`config.mk`:
```
export PLATFORM = sky130hd
export DESIGN_NAME = sw_ctrl
export DESIGN_NICKNAME = d
export VERILOG_FILES = /design/src/rtl/sw_ctrl.sv
export SDC_FILE = /design/constraint.sdc
export NUM_CORES = 1
export LEC_CHECK = 0
export BUFFER_PORTS_ARGS = -buffer_cell sky130_fd_sc_hd__buf_4
export CORE_ASPECT_RATIO = 1.25
export CORE_MARGIN = 3
export CORE_UTILIZATION = 57
export CTS_CLUSTER_DIAMETER = 120
export DETAILED_ROUTE_END_ITERATION = 8
export PLACE_DENSITY = 0.78
export SETUP_SLACK_MARGIN = 0.15
export SLEW_MARGIN = 30
export SYNTH_ARGS = -nofsm -noshare
export SYNTH_HDL_FRONTEND = slang
export SYNTH_SLANG_ARGS = --single-unit
```
`constraint.sdc`:
```
create_clock -name clk -period 2.4 [get_ports clk]
set_clock_uncertainty 0.2 [all_clocks]
set_input_delay 0.36 -clock clk [delete_from_list [all_inputs] [get_ports clk]]
set_output_delay 0.36 -clock clk [all_outputs]
set_load 0.1 [all_outputs]
```
`src/rtl/sw_ctrl.sv`:
```
// sw_ctrl: stopwatch front-panel controller.
// Debounces the start/stop and lap keys and classifies lap presses as short
// or long. A mode FSM (idle/run/lap/pause) turns key events into 2-cycle
// start_stop/clear pulses and keeps a lap snapshot. The six BCD digits are
// scanned onto a single digit output.
module sw_ctrl #(
  parameter int unsigned DEBOUNCE_CYC = 20,
  parameter int unsigned LONG_CYC     = 100,
  parameter int unsigned SCAN_CYC     = 4
) (
  input  logic        clk,
  input  logic        rstn,
  input  logic        key_ss,
  input  logic        key_lap,
  input  logic [23:0] time_in,
  output logic        start_stop,
  output logic        clear,
  output logic        running,
  output logic        lap_active,
  output logic [5:0]  dig_sel,
  output logic [3:0]  dig_val
);

  localparam int unsigned DB_W   = $clog2(DEBOUNCE_CYC + 1);
  localparam int unsigned HOLD_W = $clog2(LONG_CYC + 2);
  localparam int unsigned SCAN_W = (SCAN_CYC > 1) ? $clog2(SCAN_CYC) : 1;

  typedef enum logic [1:0] {S_IDLE, S_RUN, S_LAP, S_PAUSE} state_t;

  // Index 0 = start/stop key, index 1 = lap key.
  logic [1:0]        keys;
  logic [1:0]        sync1_q, sync2_q, deb_q, deb_prev_q;
  logic [DB_W-1:0]   db_cnt_q [2];
  logic [HOLD_W-1:0] hold_q;

  logic   ss_press, lap_long, lap_short;

  state_t      state_q;
  logic        ss_q, ss_hold_q, clr_q, clr_hold_q;
  logic        running_q, lap_q;
  logic [23:0] snap_q;

  logic [SCAN_W-1:0] scan_cnt_q;
  logic              scan_wrap;
  logic [5:0]        sel_q, sel_d;
  logic [3:0]        val_q, val_d;
  logic [23:0]       disp_src;

  assign keys = {key_lap, key_ss};

  // Two-flop synchronizers followed by per-key stability counters.
  always_ff @(posedge clk or negedge rstn) begin
    if (!rstn) begin
      sync1_q    <= '0;
      sync2_q    <= '0;
      deb_q      <= '0;
      deb_prev_q <= '0;
      for (int unsigned k = 0; k < 2; k++) db_cnt_q[k] <= '0;
    end else begin
      sync1_q    <= keys;
      sync2_q    <= sync1_q;
      deb_prev_q <= deb_q;
      for (int unsigned k = 0; k < 2; k++) begin
        if (sync2_q[k] == deb_q[k]) begin
          db_cnt_q[k] <= '0;
        end else if (db_cnt_q[k] == DB_W'(DEBOUNCE_CYC - 1)) begin
          deb_q[k]    <= sync2_q[k];
          db_cnt_q[k] <= '0;
        end else begin
          db_cnt_q[k] <= db_cnt_q[k] + 1'b1;
        end
      end
    end
  end

  // Lap hold counter; saturates one past LONG_CYC so the long event fires once.
  always_ff @(posedge clk or negedge rstn) begin
    if (!rstn) begin
      hold_q <= '0;
    end else if (!deb_q[1]) begin
      hold_q <= '0;
    end else if (hold_q != HOLD_W'(LONG_CYC + 1)) begin
      hold_q <= hold_q + 1'b1;
    end
  end

  // Key event strobes; a release after a long press sees the saturated count.
  always_comb begin
    ss_press  = deb_q[0] & ~deb_prev_q[0];
    lap_long  = deb_q[1] && (hold_q == HOLD_W'(LONG_CYC));
    lap_short = ~deb_q[1] && deb_prev_q[1] && (hold_q <= HOLD_W'(LONG_CYC));
  end

  // Mode FSM with registered pulses, status flags and lap snapshot.
  // A long press also cuts a start_stop pulse in flight, and a start/stop
  // press during a clear pulse is dropped, so the two pulses never overlap.
  always_ff @(posedge clk or negedge rstn) begin
    if (!rstn) begin
      state_q    <= S_IDLE;
      ss_q       <= 1'b0;
      ss_hold_q  <= 1'b0;
      clr_q      <= 1'b0;
      clr_hold_q <= 1'b0;
      running_q  <= 1'b0;
      lap_q      <= 1'b0;
      snap_q     <= '0;
    end else begin
      ss_q       <= ss_hold_q;
      ss_hold_q  <= 1'b0;
      clr_q      <= clr_hold_q;
      clr_hold_q <= 1'b0;
      if (lap_long) begin
        state_q    <= S_IDLE;
        running_q  <= 1'b0;
        lap_q      <= 1'b0;
        clr_q      <= 1'b1;
        clr_hold_q <= 1'b1;
        ss_q       <= 1'b0;
        ss_hold_q  <= 1'b0;
      end else if (ss_press && !clr_q) begin
        ss_q      <= 1'b1;
        ss_hold_q <= 1'b1;
        lap_q     <= 1'b0;
        case (state_q)
          S_IDLE, S_PAUSE: begin
            state_q   <= S_RUN;
            running_q <= 1'b1;
          end
          default: begin
            state_q   <= S_PAUSE;
            running_q <= 1'b0;
          end
        endcase
      end else if (lap_short) begin
        case (state_q)
          S_RUN: begin
            state_q <= S_LAP;
            lap_q   <= 1'b1;
            snap_q  <= time_in;
          end
          S_LAP: begin
            state_q <= S_RUN;
            lap_q   <= 1'b0;
          end
          default: ;
        endcase
      end
    end
  end

  // Next digit select and its value from the current display source.
  always_comb begin
    scan_wrap = (scan_cnt_q == SCAN_W'(SCAN_CYC - 1));
    sel_d     = scan_wrap ? {sel_q[4:0], sel_q[5]} : sel_q;
    disp_src  = (state_q == S_LAP) ? snap_q : time_in;
    val_d     = '0;
    for (int unsigned i = 0; i < 6; i++) begin
      if (sel_d[i]) val_d = disp_src[4*i +: 4];
    end
  end

  // Free-running digit scanner.
  always_ff @(posedge clk or negedge rstn) begin
    if (!rstn) begin
      scan_cnt_q <= '0;
      sel_q      <= 6'b000001;
      val_q      <= '0;
    end else begin
      scan_cnt_q <= scan_wrap ? '0 : scan_cnt_q + 1'b1;
      sel_q      <= sel_d;
      val_q      <= val_d;
    end
  end

  assign start_stop = ss_q;
  assign clear      = clr_q;
  assign running    = running_q;
  assign lap_active = lap_q;
  assign dig_sel    = sel_q;
  assign dig_val    = val_q;

endmodule
```
==> impl_metrics.json, run 1 <==
{
  "synth-seq-cells": 69,
  "grt_usage_pct": 19.59,
  "cap_violations": 0,
  "antenna_found_initial": 0,
  "yosys_warnings": 0,
  "ys_types": 46,
  "hpwlAfterDp_um": 4343,
  "fill_cells": 404,
  "area_delta_synth_final_pct": 17.19,
  "cts-root-buf": "clkbuf_8",
  "setup.worst_path.start_class": "flop",
  "avgSynthCellArea_um2": 12.65,
  "setup_viol": 0,
  "syn_nets": 300,
  "grt_overflow": 0,
  "critPathKind": "flop to flop",
  "fp-row-count": 30,
  "async_reset_ff_share_pct": 100.0,
  "worstReg2RegStart": "hold_q[0]$_DFFE_PN0P_",
  "final_cell_area_mm2": 0.003915,
  "crit_path_max_incr_delay_ns": 0.44,
  "dpl_cell_area_mm2": 0.003724,
  "drt_iter0_markers": 115,
  "max-slew-margin-rel_pct": 56.80,
  "routed_wirelength_um": 6050,
  "synth_top_flop_cell": "dfrtp_1",
  "timing.fmax_mhz": 489.4,
  "finalCritPeriodShare_pct": 85.14,
  "clock_latency_ns": 0.33,
  "timing.rr.end": "snap_q[2]$_DFFE_PN0P_",
  "status": "completed",
  "cts_max_level": 3,
  "whs_path_depth": 2,
  "synth_edf_count": 0,
  "reg2reg_setup_slack_ns": 0.36,
  "slew_violations": 0,
  "drc": 0,
  "cp-end-kind": "flop",
  "wire_per_inst_um": 15.71,
  "via_per_inst": 5.587,
  "coreArea_mm2": 0.005555,
  "yosysTopAreaCellShare_pct": 50.94,
  "p_per_area_mw_per_mm2": 529.8,
  "grt_first_pass_wirelength_um": 10160,
  "critPathLaunch": "hold_q[0]$_DFFE_PN0P_",
  "r2r_cells": 7,
  "cp_top_family": "flip-flops",
  "hold_path_class": "input port to flop",
  "drtAntennaViolNets": 0,
  "gp_congestion": 0.8516,
  "num-nets-final": 353,
  "cp.arrival_ns": 2.06,
  "critPathBufInv": 2,
  "period_needed_ns": 2.043,
  "critPathMaxFanout": 24,
  "grt_max_degree": 43,
  "crit_slowest_cell": "dfrtp_1",
  "grt_pass1_vias": 2207,
  "ios": 42,
  "p_leak_nw": 1.818,
  "multiInputGateArea_mm2": 0.001509,
  "cts_tree": "yes",
  "worst_pin_slew_ns": 0.6467,
  "clock_path_buffers": 2,
  "die_w_um": 74.48,
  "drive_gt1_share_pct": 33.33,
  "rsz0062_at_grt": "false",
  "regArea_mm2": 0.001729,
  "finalHoldViolCount": 0,
  "route.vias.total": 2151,
  "synth_common_cells": "68 x dfrtp_1, 20 x mux2_4, 17 x mux2_2, 16 x mux2i_1, 15 x nor2_1",
  "cts_buffers": 9,
  "ys_top_cells_by_area": "dfrtp_1 51%, mux2_4 9.0%, mux2_2 5.7%",
  "io_buffers": 41,
  "cts_setup_buffers": 0,
  "ir_worst_vdd_mv": 0.3161,
  "worstPathRequired_ns": 2.42,
  "start_util_pct": 60.14,
  "path_cells": "inv_1, ha_1, nand2b_1, a21oi_4, nor3_4, buf_12, mux2_2",
  "yosysMostFrequentCell": "dfrtp_1",
  "die_h_um": 91.60,
  "yosys.area.top_type": "dfrtp_1",
  "crit_cells": 7,
  "crit_end": "snap_q[2]$_DFFE_PN0P_",
  "synthCells": 264,
  "clkTransAtPathRegs_ns": 0.07,
  "setup_tns_ns": 0,
  "cts_num_sinks": 69,
  "dr.pass1.iters": 4,
  "synth_area_mm2": 0.003341,
  "power_mw": 2.074,
  "dieArea_mm2": 0.006822,
  "yosysSeqAreaShare_pct": 51.72,
  "insertedDiodeCount": 0
}
==> cell type report <==
| class | instances | area share [%] |
|---|---|---|
| flip-flops and latches | 69 | 44.17 |
| multi-input cells | 178 | 38.54 |
| repair buffers | 49 | 10.23 |
| clock buffers | 13 | 3.803 |
| well taps | 64 | 2.045 |
| inverters | 10 | 0.9588 |
| clock inverters | 2 | 0.2557 |
==> placed cells by master, fill, tap and decap left out, drive strengths merged, types with 6 or more instances in the layout <==
cell and instances:
mux2i 16, clkbuf 13, nand3 8, mux2 37, nor2b 7, a21oi 12
nand2 13, xor2 7, xnor2 6, inv 10, dfrtp 68, nor2 16
ha 8, buf 46, nand2b 6
==> through the flow <==
| step | setup slack [ns] | std cells | utilization, % | hold WS, ns |
|---|---|---|---|---|
| finish | 0.3565 | 385 | 70.47 | 0.06436 |
| detailed placement | 0.3231 | 367 | 67.03 | 0.1432 |
| floorplan | 0.3258 | 264 | - | -0.1356 |
| global placement | 0.3961 | 367 | 67.03 | 0.1327 |
| CTS | 0.3007 | 385 | 70.43 | 0.05268 |
| global route | 0.2397 | 385 | 70.47 | 0.04877 |
==> metal layers <==
metal / part of all wire (%) / global-route usage (%)
met4: 2.0 / 9.644
met1: 44 / 25.13
met3: 4.3 / 4.983
met5: 0 / 0
met2: 50 / 30.28
==> repair_timing <==
item | in CTS | in global routing
hold endpoints to repair | 42 | 0
resized for setup | 0 | 1
endpoints found under the setup margin | 0 | 1
hold buffers | 3 | 0
==> state kept, by name (all words and copies together) (netlist names), 4 cells and up <==
name	count
snap_q	24
dig_sel	6
db_cnt_q	10
hold_q	7
dig_val	4
==> kinds of logic after synthesis <==
kind of cell | after synthesis | synth area share [%]
simple gates | 70 | 12.06
flops | 69 | 51.72
mux | 53 | 19.51
compound gates | 34 | 7.116
buf+inv | 17 | 3.183
xor+xnor | 13 | 3.408
fa+ha+maj | 8 | 2.996
==> worst min-delay path by stage <==
stage	from	end
after global routing	time_in[21]	snap_q[21]$_DFFE_PN0P_
after detailed placement	sync1_q[0]$_DFF_PN0_	sync2_q[0]$_DFF_PN0_
after global placement	sync1_q[0]$_DFF_PN0_	sync2_q[0]$_DFF_PN0_
after floorplan	rstn	clear$_DFF_PN0_
after CTS	time_in[23]	snap_q[23]$_DFFE_PN0P_
final	time_in[22]	snap_q[22]$_DFFE_PN0P_
==> where the power goes <==
part | internal, mW | switching (mW) | leakage (nW)
sequential | 1.17 | 0.00787 | 0.941
clock | 0.395 | 0.391 | 0.0833
combinational | 0.0535 | 0.0514 | 0.794
total | 1.62 | 0.451 | 1.82
Power figures use the tool's default switching activity.
==> inputs of run 2 (changes only) <==
RECOVER_POWER = 100   (was default)
==> impl_metrics.json, run 2 (synthesized netlist as in run 1, its figures left out) <==
{
  "status": "completed",
  "grt_usage_pct": 19.59,
  "timing.fmax_mhz": 471.7,
  "top_register": "snap_q",
  "grt_overflow": 0,
  "r2r_cells": 5,
  "cts_num_sinks": 69,
  "slew_violations": 0,
  "worst_pin_slew_ns": 1.158,
  "dieArea_mm2": 0.006822,
  "timing.rr.end": "dig_val[0]$_DFF_PN0_",
  "clkTransAtPathRegs_ns": 0.06,
  "mostFrequentLayoutCells": "67 x dfrtp_1, 26 x buf_4, 19 x mux2_1",
  "cp-end-kind": "flop",
  "finalCritPeriodShare_pct": 88.34,
  "p_int_mw": 1.622,
  "hold_ws_ns": 0.05113,
  "drt_iter0_markers": 101,
  "insertedDiodeCount": 0,
  "worstPathRequired_ns": 2.45,
  "io_buffers": 41,
  "die_h_um": 91.60,
  "wire_per_inst_um": 15.45,
  "period_needed_ns": 2.120,
  "via_per_inst": 5.551,
  "finalHoldViolCount": 0,
  "fp-row-count": 30,
  "critPathKind": "flop to flop",
  "cts_buffers": 9,
  "max-slew-margin-rel_pct": 23.10,
  "setup_tns_ns": 0,
  "cp.arrival_ns": 2.17,
  "hold_path_end": "snap_q[23]$_DFFE_PN0P_",
  "crit_path_max_incr_delay_ns": 0.57,
  "grt_first_pass_wirelength_um": 10160,
  "whs_path_depth": 2,
  "p_per_area_mw_per_mm2": 544.3,
  "drc": 0,
  "clock_latency_ns": 0.33,
  "largest_register_ffs": 24,
  "p_clk_share_pct": 37.9,
  "reg_top3": "snap_q (24), db_cnt_q (10), hold_q (7)",
  "grt_pass1_vias": 2207,
  "critPathLaunch": "scan_cnt_q[0]$_DFF_PN0_",
  "clock_path_buffers": 2,
  "cts_tree": "yes",
  "num-nets-final": 353,
  "drtAntennaViolNets": 0,
  "pwr-share-comb_pct": 5.0,
  "coreArea_mm2": 0.005555,
  "cts-root-buf": "clkbuf_8",
  "setup.worst_path.start_class": "flop",
  "gp_congestion": 0.8516,
  "dr.pass1.iters": 4,
  "p_leak_nw": 1.807,
  "switchingPower_uw": 447.8,
  "cts_max_level": 3,
  "worstReg2RegStart": "scan_cnt_q[0]$_DFF_PN0_",
  "cap_violations": 0,
  "rsz0062_at_grt": "false",
  "seqPwrFrac_pct": 57.1,
  "path_cells": "ha_1, or3b_2, a21oi_1, o221ai_1, a31oi_1",
  "hold_start": "time_in[23]",
  "drive_gt1_share_pct": 26.17,
  "die_w_um": 74.48,
  "setup_viol": 0,
  "crit_slowest_cell": "or3b_2",
  "routed_wirelength_um": 5949,
  "switching_share_pct": 21.63,
  "grt_max_degree": 43,
  "critPathMaxFanout": 13,
  "route.vias.total": 2137,
  "ios": 42,
  "ir_worst_vdd_mv": 0.3143,
  "area_delta_synth_final_pct": 13.86,
  "reg2reg_setup_slack_ns": 0.28,
  "hold_path_class": "input port to flop",
  "hpwlAfterDp_um": 4343,
  "start_util_pct": 60.14,
  "mostFrequentLayoutCell": "dfrtp_1",
  "antenna_found_initial": 0
}
[run 2: cell count changes in the layout (fill, tap and decap cells not counted), moves of 2 or more]
cell / delta
mux2_1: +19
and2_1: -4
buf_4: -18
and2_0: +4
mux2_4: -17
clkbuf_2: +15
mux2_2: -2
clkbuf_4: +2
[run 2: worst max path at each step]
stage	cells after the start	endpoint	slack, ns
6_report	5	dig_val[0]$_DFF_PN0_	0.28
5_1_grt	5	dig_val[3]$_DFF_PN0_	0.13
4_1_cts	5	dig_val[0]$_DFF_PN0_	0.30
3_5_place_dp	5	dig_val[0]$_DFF_PN0_	0.32
3_3_place_gp	5	dig_val[1]$_DFF_PN0_	0.40
2_1_floorplan	5	snap_q[10]$_DFFE_PN0P_	0.33
[run 2: area by class of cell]
class | count | area (um2)
Clock buffer | 13 | 148.9
Timing Repair Buffer | 49 | 359.1
Sequential cell | 69 | 1729
Inverter | 10 | 37.54
Fill cell | 428 | 1752
Multi-Input combinational cell | 178 | 1439
Clock inverter | 2 | 10.01
Tap cell | 64 | 80.08
[run 2: repair_timing]
action | 4_1_cts | 5_1_grt
endpoints found under the setup margin | 0 | 1
hold buffers | 3 | 0
gates resized for setup | 0 | 1
hold endpoints to repair | 42 | 0
setup buffers | 0 | 0
[run 2: through the flow]
stage          utilization, %  area [um2]  total power [mW]  setup WS, ns  instances
5_1_grt                 68.47        3804             2.173        0.1279        385
6_report                68.47        3804             2.070        0.2799        385
3_3_place_gp            67.03        3724             1.306        0.3961        367
4_1_cts                 70.43        3913             2.097        0.3007        385
3_5_place_dp            67.03        3724             1.309        0.3231        367
2_1_floorplan               -        3342             1.234        0.3258        264
[run 2: critical path: cells and delay by family, from the launching register on]
| kind | cells | cell delay [ns] |
|---|---|---|
| AND/OR/NAND/NOR | 1 | 0.57 |
| AO/OA/AOI/OAI | 3 | 0.50 |
| flip-flops | 1 | 0.38 |
| adder cells (fa/ha/maj) | 1 | 0.38 |
[run 2: power by group through the flow]
| stage | sequential [mW] | combinational (mW) | clock, mW |
|---|---|---|---|
| 3_3_place_gp | 1.20 | 0.103 | 0 |
| 3_5_place_dp | 1.20 | 0.104 | 0 |
| 2_1_floorplan | 1.20 | 0.0311 | 0 |
| 6_report | 1.18 | 0.103 | 0.784 |
| 4_1_cts | 1.18 | 0.108 | 0.806 |
| 5_1_grt | 1.18 | 0.117 | 0.873 |
[run 2: metal layers]
metal,share of wire (%),global-route usage [%]
met4,2.3,9.644
met3,4.1,4.983
met1,44,25.13
met5,0,0
met2,50,30.28
